`config.mk`:
```
export PLATFORM = sky130hd
export DESIGN_NAME = multi_cycle_ctrl
export DESIGN_NICKNAME = d
export VERILOG_FILES = /design/src/rtl/multi_cycle_ctrl.sv
export SDC_FILE = /design/constraint.sdc
export NUM_CORES = 1
export LEC_CHECK = 0
export ABC_AREA = 1
export BUFFER_PORTS_ARGS = -buffer_cell sky130_fd_sc_hd__clkbuf_2
export CAP_MARGIN = 25
export CORE_MARGIN = 8
export CORE_UTILIZATION = 45
export DETAILED_ROUTE_END_ITERATION = 16
export PLACE_DENSITY = 0.74
export SKIP_LAST_GASP = 1
export SYNTH_ARGS = -nofsm -noshare
export SYNTH_HDL_FRONTEND = slang
export SYNTH_SLANG_ARGS = --single-unit
```
`constraint.sdc`:
```
create_clock -name clk -period 2.9 [get_ports clk]
set_clock_uncertainty 0.2 [all_clocks]
set_input_delay 0.29 -clock clk [delete_from_list [all_inputs] [get_ports clk]]
set_output_delay 0.29 -clock clk [all_outputs]
set_load 0.005 [all_outputs]
```
`src/rtl/multi_cycle_ctrl.sv`:
```
// Moore control FSM for a five-state multi-cycle MIPS datapath (IF/ID/EX/MEM/WB).
// Optional memory handshake: define CTRL_MEM_WAIT_EN to add MemReady and stall IF/MEM.
module multi_cycle_ctrl (
  input  logic       clk,
  input  logic       reset,
  input  logic [5:0] OpCode,
  input  logic [5:0] Funct,
  input  logic       Zero,
`ifdef CTRL_MEM_WAIT_EN
  input  logic       MemReady,
`endif
  output logic       PCWrite,
  output logic       PCWriteCond,
  output logic       IorD,
  output logic       MemRead,
  output logic       MemWrite,
  output logic       IRWrite,
  output logic       RegWrite,
  output logic       ALUSrcA,
  output logic [1:0] RegDst,
  output logic [1:0] MemtoReg,
  output logic [1:0] ALUSrcB,
  output logic [1:0] PCSource,
  output logic [1:0] ALUOp,
  output logic [2:0] State
);

  localparam logic [5:0] OP_RTYPE = 6'h00;
  localparam logic [5:0] OP_LW    = 6'h23;
  localparam logic [5:0] OP_SW    = 6'h2B;
  localparam logic [5:0] OP_BEQ   = 6'h04;
  localparam logic [5:0] OP_J     = 6'h02;
  localparam logic [5:0] OP_JAL   = 6'h03;
  localparam logic [5:0] OP_ADDI  = 6'h08;
  localparam logic [5:0] FN_JR    = 6'h08;

  typedef enum logic [2:0] {
    S_IF  = 3'd0,
    S_ID  = 3'd1,
    S_EX  = 3'd2,
    S_MEM = 3'd3,
    S_WB  = 3'd4
  } state_e;

  typedef struct packed {
    logic       pcWrite;
    logic       pcWriteCond;
    logic       iorD;
    logic       memRead;
    logic       memWrite;
    logic       irWrite;
    logic       regWrite;
    logic       aluSrcA;
    logic [1:0] regDst;
    logic [1:0] memtoReg;
    logic [1:0] aluSrcB;
    logic [1:0] pcSource;
    logic [1:0] aluOp;
  } ctrl_t;

  state_e stateQ, stateD;
  ctrl_t  ctrlQ, ctrlLive;
  logic   memOk;
  logic   unusedZero;

  // Branch resolution happens in the datapath; Zero is only part of the bus.
  assign unusedZero = Zero;

`ifdef CTRL_MEM_WAIT_EN
  assign memOk = MemReady;
`else
  assign memOk = 1'b1;
`endif

  // Control word a state presents; OpCode/Funct only matter from ID onward.
  function automatic ctrl_t ctrlFor(state_e s, logic [5:0] op, logic [5:0] fn);
    ctrl_t c;
    c = '0;
    case (s)
      S_IF: begin
        c.memRead = 1'b1;
        c.irWrite = 1'b1;
        c.pcWrite = 1'b1;
        c.aluSrcB = 2'b01;
      end
      S_ID: c.aluSrcB = 2'b11;
      S_EX: begin
        case (op)
          OP_LW, OP_SW, OP_ADDI: begin
            c.aluSrcA = 1'b1;
            c.aluSrcB = 2'b10;
          end
          OP_RTYPE: begin
            if (fn == FN_JR) begin
              c.pcWrite  = 1'b1;
              c.pcSource = 2'b11;
            end else begin
              c.aluSrcA = 1'b1;
              c.aluOp   = 2'b10;
            end
          end
          OP_BEQ: begin
            c.aluSrcA     = 1'b1;
            c.aluOp       = 2'b01;
            c.pcWriteCond = 1'b1;
            c.pcSource    = 2'b01;
          end
          OP_J: begin
            c.pcWrite  = 1'b1;
            c.pcSource = 2'b10;
          end
          OP_JAL: begin
            c.pcWrite  = 1'b1;
            c.pcSource = 2'b10;
            c.regWrite = 1'b1;
            c.regDst   = 2'b10;
            c.memtoReg = 2'b10;
          end
          default: c = '0;
        endcase
      end
      S_MEM: begin
        c.iorD     = 1'b1;
        c.memRead  = (op == OP_LW);
        c.memWrite = (op == OP_SW);
      end
      S_WB: begin
        c.regWrite = 1'b1;
        if (op == OP_RTYPE) c.regDst = 2'b01;
        if (op == OP_LW) c.memtoReg = 2'b01;
      end
      default: c = '0;
    endcase
    return c;
  endfunction

  always_comb begin
    stateD = S_IF;
    case (stateQ)
      S_IF: stateD = memOk ? S_ID : S_IF;
      S_ID: stateD = S_EX;
      S_EX: begin
        if (OpCode == OP_LW || OpCode == OP_SW)
          stateD = S_MEM;
        else if ((OpCode == OP_RTYPE && Funct != FN_JR) || OpCode == OP_ADDI)
          stateD = S_WB;
        else
          stateD = S_IF;
      end
      S_MEM: begin
        if (!memOk)
          stateD = S_MEM;
        else if (OpCode == OP_LW)
          stateD = S_WB;
        else
          stateD = S_IF;
      end
      S_WB:    stateD = S_IF;
      default: stateD = S_IF;
    endcase
  end

  // Outputs are registered from the state being entered, so they line up with State.
  always_ff @(posedge clk) begin
    if (!reset) begin
      stateQ <= S_IF;
      ctrlQ  <= ctrlFor(S_IF, 6'h00, 6'h00);
    end else begin
      stateQ <= stateD;
      ctrlQ  <= ctrlFor(stateD, OpCode, Funct);
    end
  end

  assign ctrlLive = reset ? ctrlQ : '0;

  // PC advances in IF only on the cycle the fetch completes.
  assign PCWrite     = ctrlLive.pcWrite & ((stateQ != S_IF) | memOk);
  assign PCWriteCond = ctrlLive.pcWriteCond;
  assign IorD        = ctrlLive.iorD;
  assign MemRead     = ctrlLive.memRead;
  assign MemWrite    = ctrlLive.memWrite;
  assign IRWrite     = ctrlLive.irWrite;
  assign RegWrite    = ctrlLive.regWrite;
  assign ALUSrcA     = ctrlLive.aluSrcA;
  assign RegDst      = ctrlLive.regDst;
  assign MemtoReg    = ctrlLive.memtoReg;
  assign ALUSrcB     = ctrlLive.aluSrcB;
  assign PCSource    = ctrlLive.pcSource;
  assign ALUOp       = ctrlLive.aluOp;
  assign State       = stateQ;

endmodule

```
After elaboration in Yosys (flattened, before gate mapping)

Cells that the tools add are included.

Output and inout bits: 21
Input bits: 15
Register bits: 21
Word-level logic and storage cells: 66

Reduce and logical (&&, ||, !) cells: 11
Equality and inequality tests: 15
Multiplexer cells: 26

Operators with widths:

| operator                                                                 | count |
|---|---|
| 18-bit two-way mux                                                       | 1 |
| 3-bit by 2-bit equality test with 1-bit output (second input constant)   | 4 |
| 6-bit by 2-bit equality test with 1-bit output (second input constant)   | 2 |
| 6-bit by 4-bit equality test with 1-bit output (second input constant)   | 2 |
| 6-bit equality test (second input constant)                              | 2 |
| 2-bit case mux with 3 select lines                                       | 2 |
| 3-bit case mux with 4 select lines                                       | 1 |
| 1-bit case mux with 2 select lines                                       | 5 |
| 3-bit two-way mux                                                        | 3 |
| 1-bit two-way mux                                                        | 8 |
| 4-bit case mux with 2 select lines                                       | 1 |
| 3-bit by 1-bit equality test with 1-bit output (second input constant)   | 2 |
| 6-bit by 3-bit equality test with 1-bit output (second input constant)   | 1 |
| 3-bit zero test                                                          | 2 |
| 6-bit zero test                                                          | 1 |
| 2-bit two-way mux                                                        | 3 |
| 6-bit by 4-bit inequality test with 1-bit output (second input constant) | 1 |
| 4-bit two-way mux                                                        | 1 |
| 2-bit case mux with 2 select lines                                       | 1 |
| 2-bit AND reduction                                                      | 2 |
| 4-bit OR reduction                                                       | 1 |
| 3-bit equality test (second input constant)                              | 1 |
| 3-bit OR reduction                                                       | 1 |
| 1-bit logical OR                                                         | 2 |
| other kinds (2)                                                          | 2 |

Logic depth before layout (Yosys ltp)

Gate-level depths: netlist (run 1).

Depth after elaboration: 8
Mapped depth: 9
Depth with buffers taken out: 9

Least setup slack after synthesis (run 1)

Ideal clock, no wire load.

Path type: input port to output port
Start: input reset
End: output RegDst[1]
Arrival time: 0.975 ns
Buffers on the path: 3
Slack: 1.435 ns
Cell stages on the path: 5
Required time: 2.410 ns
Path through: buf_2 buf_1 nand2_1 inv_1 buf_4

Word-level cells in the longest chain between the ends: 1

RTL lines:

| element            | RTL line | text |
|---|---|---|
| start: declaration | 5        | `input logic reset,` |
| 18-bit two-way mux | 174      | `assign ctrlLive = reset ? ctrlQ : '0;` |
| end: declaration   | 20       | `output logic [1:0] RegDst,` |

Every way passes these cells.

Worst setup path in the final report (run 1)

Same ends and word-level chain as after synthesis.

==> impl_metrics.csv, run 1 <==
group,metric,value,unit
run_status,status,"finished clean",
setup_path,r2r_cells,6,
setup_path,required,2.41,ns
grt,overflow,0,
setup_path,critPathMaxFanout,25,
die,placementRows,16,
placement,numPlacedInstances,204,
yosys,synth.distinct_cells,18,
grt,grt_usage,0.102,
clocking,cts_resized,0,
yosys,syn_nets,162,
route,wire_per_inst,9.30,µm
setup_path,endpoint_kind,"output port",
worst_hold_path,holdCritPathClass,"primary input to flop",
timing,rsz0062_at_grt,"false",
clocking,cts_root_buf,"clkbuf_4",
layout,fin_cells,208,
flow_run,cap_violations,0,
clocking,cts_buffer_depth,2,
layout,num_antenna_cells,0,
placement,hpwl,1610,µm
timing,post-route-period-util,0.500,
die,initial_core_util,0.485,
layout,final_util,0.596,
grt,antenna_found_initial,0,
layout,area_growth,22.9,%
clocking,tritoncts,"built",
yosys,netlist_instances,147,
setup_path,path_class,"primary input to output port",
grt,grt_pass1_wl,3350,µm
yosys,yosys.cell_count.top_type,"nand2_1",
timing,finalMaxSlewViolations,0,
die,io_pins,36,
timing,setup_violations,0,
clocking,clock-sinks,20,
route,wl,1930,µm
die,dieHeight,62.2,µm
grt,grt_pass1_vias,839,
route,route.antenna.remaining_nets,0,
yosys,synthTopCellsByArea,"dfxtp_1, nand2_1, inv_1",
clocking,cts_setup_buffers,0,
layout,drive_above_1_share,0.304,
setup_path,r2r-start,"State[2]",
timing,fin_setup_tns,0,ns
yosys,synthTopCellsByCount,"nand2_1, inv_1, dfxtp_1",
worst_hold_path,worstHoldStart,"OpCode[3]",
yosys,synth-seq-area-share,0.417,
setup_path,start_kind,"primary input",
timing,timing.fmax,0.690,GHz
route,first_pass_iters,4,
clocking,clk_latency,0.29,ns
power,power.leakage,0.739,nW
timing,post-route-min-period,1.45,ns
route,drt_iter0_markers,14,
placement,gp_congestion,0.885,
grt,grt_start_max_net_pins,26,
yosys,ys.flop_type,"dfxtp_1",
yosys,netlist.top_cell.by_area,"dfxtp_1",
route,drc,0,
timing,worst_pin_slew,0.473,ns
yosys,synth_edf_count,0,
clocking,holdBufCountCts,0,
die,core_area,1980,µm²
yosys,synth_seq_cells,20,
yosys,async_flop_share,0,
route,vias,878,
yosys,syn_area,961,µm²
setup_path,r2r_end,"ctrlQ[4]",
die,dieArea,3870,µm²
yosys,synth_area_per_cell,6.54,µm²
placement,portBuffers,34,
power,peakVddDrop,250,µV
yosys,yosysTopAreaCellShare,0.417,
timing,hold_violations,0,
die,die_x,62.2,µm
clocking,clkTransAtPathRegs,0.10,ns
yosys,yosysWarnings,0,
clocking,numCtsBuffers,3,
layout,final_nets,197,
worst_hold_path,min_path_cells,4,
route,viasPerCell,4.22,
clocking,htree_num_levels,1,
worst_hold_path,min_to,"ctrlQ[8]",
setup_path,arrival,0.96,ns
setup_path,worst-r2r-setup-slack,1.49,ns
timing,slew_headroom,0.684,
power,power-per-cell-area,431,nW/µm²
-- cell usage in the layout (no fill, tap or decap) --
cell,n
nor3_2,1
clkbuf_2,34
nor2_2,7
clkbuf_4,3
inv_2,3
nand3_1,9
nand2_4,2
nand2_2,2
nand3_2,1
inv_1,33
clkbuf_8,1
o21ai_0,1
dfxtp_1,20
nand2_1,38
nor3_1,2
nor2_4,1
nor2_1,18
a21oi_1,5
-- report_power, final --
group	total [mW]	leakage (nW)	switching [mW]	internal, mW
Combinational	0.0655	0.555	0.0405	0.0250
Sequential	0.288	0.163	0.00373	0.284
Clock	0.155	0.0210	0.0786	0.0765
-- logic make-up after synthesis --
kind of cell	after synthesis	share of synthesized area
AND/OR/NAND/NOR	81	0.391
AO/OA/AOI/OAI	6	0.0312
flip-flops	20	0.417
buffers and inverters	40	0.161
-- through the flow --
step	hold slack [ns]	total power, mW	instance area (µm²)	setup slack [ns]
finish	0.132	0.509	1180	1.45
floorplan	0.255	0.335	961	1.43
CTS	0.128	0.512	1180	1.44
global placement	0.381	0.358	1140	1.41
global route	0.131	0.535	1180	1.33
detailed placement	0.389	0.360	1140	1.36
-- cell type report --
class / instances / area, µm²
Sequential cell: 20 / 400
Tap cell: 27 / 33.8
Multi-Input combinational cell: 87 / 405
Inverter: 36 / 135
Clock buffer: 4 / 36.3
Timing Repair Buffer: 34 / 170
Fill cell: 197 / 801
-- flip-flops by register name, indices dropped and copies added, names as in the netlist --
register	count
ctrlQ	17
State	3
-- per-layer routing --
| metal | GRT usage | share of wire | vias up |
|---|---|---|---|
| met5 | 0 | 0 | - |
| met4 | 0.0612 | 0.029 | 0 |
| met3 | 0.0358 | 0.060 | 5 |
| met2 | 0.169 | 0.46 | 23 |
| met1 | 0.108 | 0.45 | 358 |
| li1 | - | - | 492 |
-- critical path, stage by stage --
cell      delay (ns)
clkbuf_2        0.38
nand2_1         0.09
inv_1           0.08
clkbuf_2        0.11
-- how the worst max path moves through the flow --
stage / from / to / slack (ns) / cells after the start
4_1_cts: reset / RegDst[1] / 1.44 / 4
2_1_floorplan: reset / RegDst[1] / 1.43 / 5
3_5_place_dp: OpCode[2] / ctrlQ[14] / 1.36 / 7
6_report: reset / RegDst[1] / 1.45 / 4
5_1_grt: State[2] / ctrlQ[4] / 1.33 / 6
3_3_place_gp: OpCode[2] / ctrlQ[14] / 1.41 / 7
Power figures use the tool's default switching activity.
==> run 2: changes to the inputs <==
Settings changed: ABC_AREA 1 to 0, CORE_UTILIZATION 45 to 42.
Clock period 2.9 ns to 1.3 ns, I/O delays scaled along.
==> impl_metrics.csv, run 2 <==
group,metric,value,unit
timing,setup_violations,12,
clocking,tritoncts,"built",
timing,slew_headroom,0.827,
yosys,yosysTopAreaCellShare,0.444,
yosys,async_flop_share,0,
grt,grt_pass1_vias,1024,
die,dieArea,3880,µm²
grt,grt_pass1_wl,4490,µm
flow_run,cap_violations,0,
setup_path,endpoint_kind,"flop",
timing,whs,-0.0333,ns
route,wl,2630,µm
layout,final_common_cell,"clkbuf_2",
setup_path,path_class,"flop to flop",
layout,mostFrequentLayoutCells,"clkbuf_2, buf_4, dfxtp_1, and2_1, nand2_1",
setup_path,start_kind,"flop",
timing,fin_setup_tns,-0.758,ns
setup_path,r2r-start,"State[0]",
placement,portBuffers,34,
yosys,synthTopCellsByArea,"dfxtp_1, and2_1, nor4_4",
setup_path,cp_num_buf_inv,1,
timing,post-route-min-period,1.43,ns
grt,grt_start_max_net_pins,13,
grt,antenna_found_initial,0,
grt,grt_usage,0.139,
route,first_pass_iters,4,
layout,largest_reg_flops,17,
yosys,synth_area_per_cell,9.58,µm²
yosys,synth-seq-area-share,0.444,
yosys,ys.flop_type,"dfxtp_1",
placement,gp_congestion,0.821,
route,viasPerCell,5.04,
route,route.antenna.remaining_nets,0,
power,p_total,1.38,mW
setup_path,slowest_stage,"or4_4",
clocking,cts_root_buf,"clkbuf_4",
die,placementRows,16,
power,power.leakage,0.668,nW
route,drt_iter0_markers,20,
yosys,syn_nets,109,
timing,rsz0062_at_grt,"true",
setup_path,slowest_delay,0.49,ns
clocking,numCtsBuffers,3,
layout,top_register,"ctrlQ",
worst_hold_path,holdCritPathClass,"primary input to flop",
yosys,synth.distinct_cells,38,
timing,timing.fmax,0.700,GHz
placement,pre_cts_ws,-0.374,ns
yosys,synth_edf_count,0,
layout,area_growth,62.5,%
placement,hpwl,2010,µm
grt,overflow,0,
worst_hold_path,min_path_cells,3,
layout,num_antenna_cells,0,
timing,finalMaxSlewViolations,0,
die,io_pins,36,
setup_path,worst-r2r-setup-slack,-0.13,ns
timing,hold_violations,1,
run_status,status,"complete, but fails checks",
yosys,synth_seq_cells,20,
clocking,htree_num_levels,1,
timing,worst_pin_slew,0.257,ns
setup_path,required,1.35,ns
clocking,clkTransAtPathRegs,0.12,ns
layout,final_util,0.731,
layout,drive_above_1_share,0.554,
route,wire_per_inst,14.3,µm
clocking,cts_buffer_depth,2,
worst_hold_path,min_to,"ctrlQ[2]",
yosys,syn_area,901,µm²
die,core_area,2000,µm²
worst_hold_path,worstHoldStart,"Funct[4]",
die,initial_core_util,0.450,
setup_path,critPathMaxFanout,4,
die,dieHeight,62.3,µm
power,power-per-cell-area,942,nW/µm²
clocking,clock-sinks,20,
layout,fillers,161,
setup_path,r2r_end,"State[2]",
yosys,netlist_instances,94,
clocking,clk_latency,0.32,ns
timing,post-route-period-util,1.10,
yosys,yosysWarnings,0,
yosys,synthTopCellsByCount,"dfxtp_1, and2_1, nand2_1",
layout,final_nets,173,
setup_path,r2r_cells,4,
run_status,failed_checks,"negative hold slack, negative setup slack",
power,peakVddDrop,657,µV
clocking,holdBufCountCts,2,
timing,fin_ws,-0.128,ns
route,drc,0,
setup_path,cp_top_family,"simple AND/OR/NAND/NOR gates",
route,vias,928,
die,die_x,62.3,µm
yosys,netlist.top_cell.by_area,"dfxtp_1",
setup_path,crit_chain,"inv_2 -> or4_4 -> o31ai_4 -> nor2b_2",
setup_path,arrival,1.48,ns
yosys,yosys.cell_count.top_type,"dfxtp_1",
## run 2: timing repair
| item | 4_1_cts | 5_1_grt |
|---|---|---|
| endpoints found under the setup margin | 12 | 17 |
| gates resized for setup | 10 | 7 |
| hold endpoints to repair | 4 | 1 |
| pin swaps | 8 | 3 |
| setup buffers | 4 | 3 |
## run 2: through the flow
| stage | instance area [µm²] | cells |
|---|---|---|
| after global placement | 1270 | 171 |
| after floorplan | 927 | 94 |
| after detailed placement | 1270 | 171 |
| after global routing | 1460 | 184 |
| final | 1460 | 184 |
| after CTS | 1420 | 181 |
## run 2: cell type report
type / instances / area [µm²] / share of cell area
multi-input cells: 65 / 546 / 0.373
repair buffers: 65 / 415 / 0.284
flip-flops and latches: 20 / 405 / 0.277
well taps: 27 / 33.8 / 0.0231
clock inverters: 1 / 30.0 / 0.0205
clock buffers: 3 / 22.5 / 0.0154
inverters: 3 / 11.3 / 0.00769
## run 2: how the worst max path moves through the flow
stage | start | end | depth (start not counted)
2_1_floorplan | Funct[1] | ctrlQ[8] | 4
3_3_place_gp | Funct[1] | ctrlQ[8] | 5
3_5_place_dp | Funct[1] | ctrlQ[8] | 5
4_1_cts | State[0] | ctrlQ[11] | 4
5_1_grt | State[0] | State[2] | 4
6_report | State[0] | State[2] | 4
## run 2: worst register-to-register path: cells and delay by family (launching register included)
kind	cells	cell delay, ns
compound gates	1	0.08
simple gates	2	0.66
buf+inv	1	0.05
flops	1	0.40
## run 2: cells by family (layout without fill, tap and decap cells)
kind of cell / after synthesis / count (layout) / share of synthesized area
compound gates: 17 / 17 / 0.153
flops: 20 / 20 / 0.444
simple gates: 48 / 48 / 0.358
buf+inv: 9 / 72 / 0.0444
## run 2: metal layers
| metal | part of all wire | track usage |
|---|---|---|
| met3 | 0.064 | 0.0341 |
| met2 | 0.49 | 0.252 |
| met5 | 0 | 0 |
| met4 | 0.028 | 0.0883 |
| met1 | 0.42 | 0.138 |
## run 2: power by group
group	switching (mW)	total, mW	internal, mW
logic	0.108	0.227	0.119
clock network	0.198	0.510	0.312
registers	0.0105	0.643	0.632
total	0.316	1.38	1.06
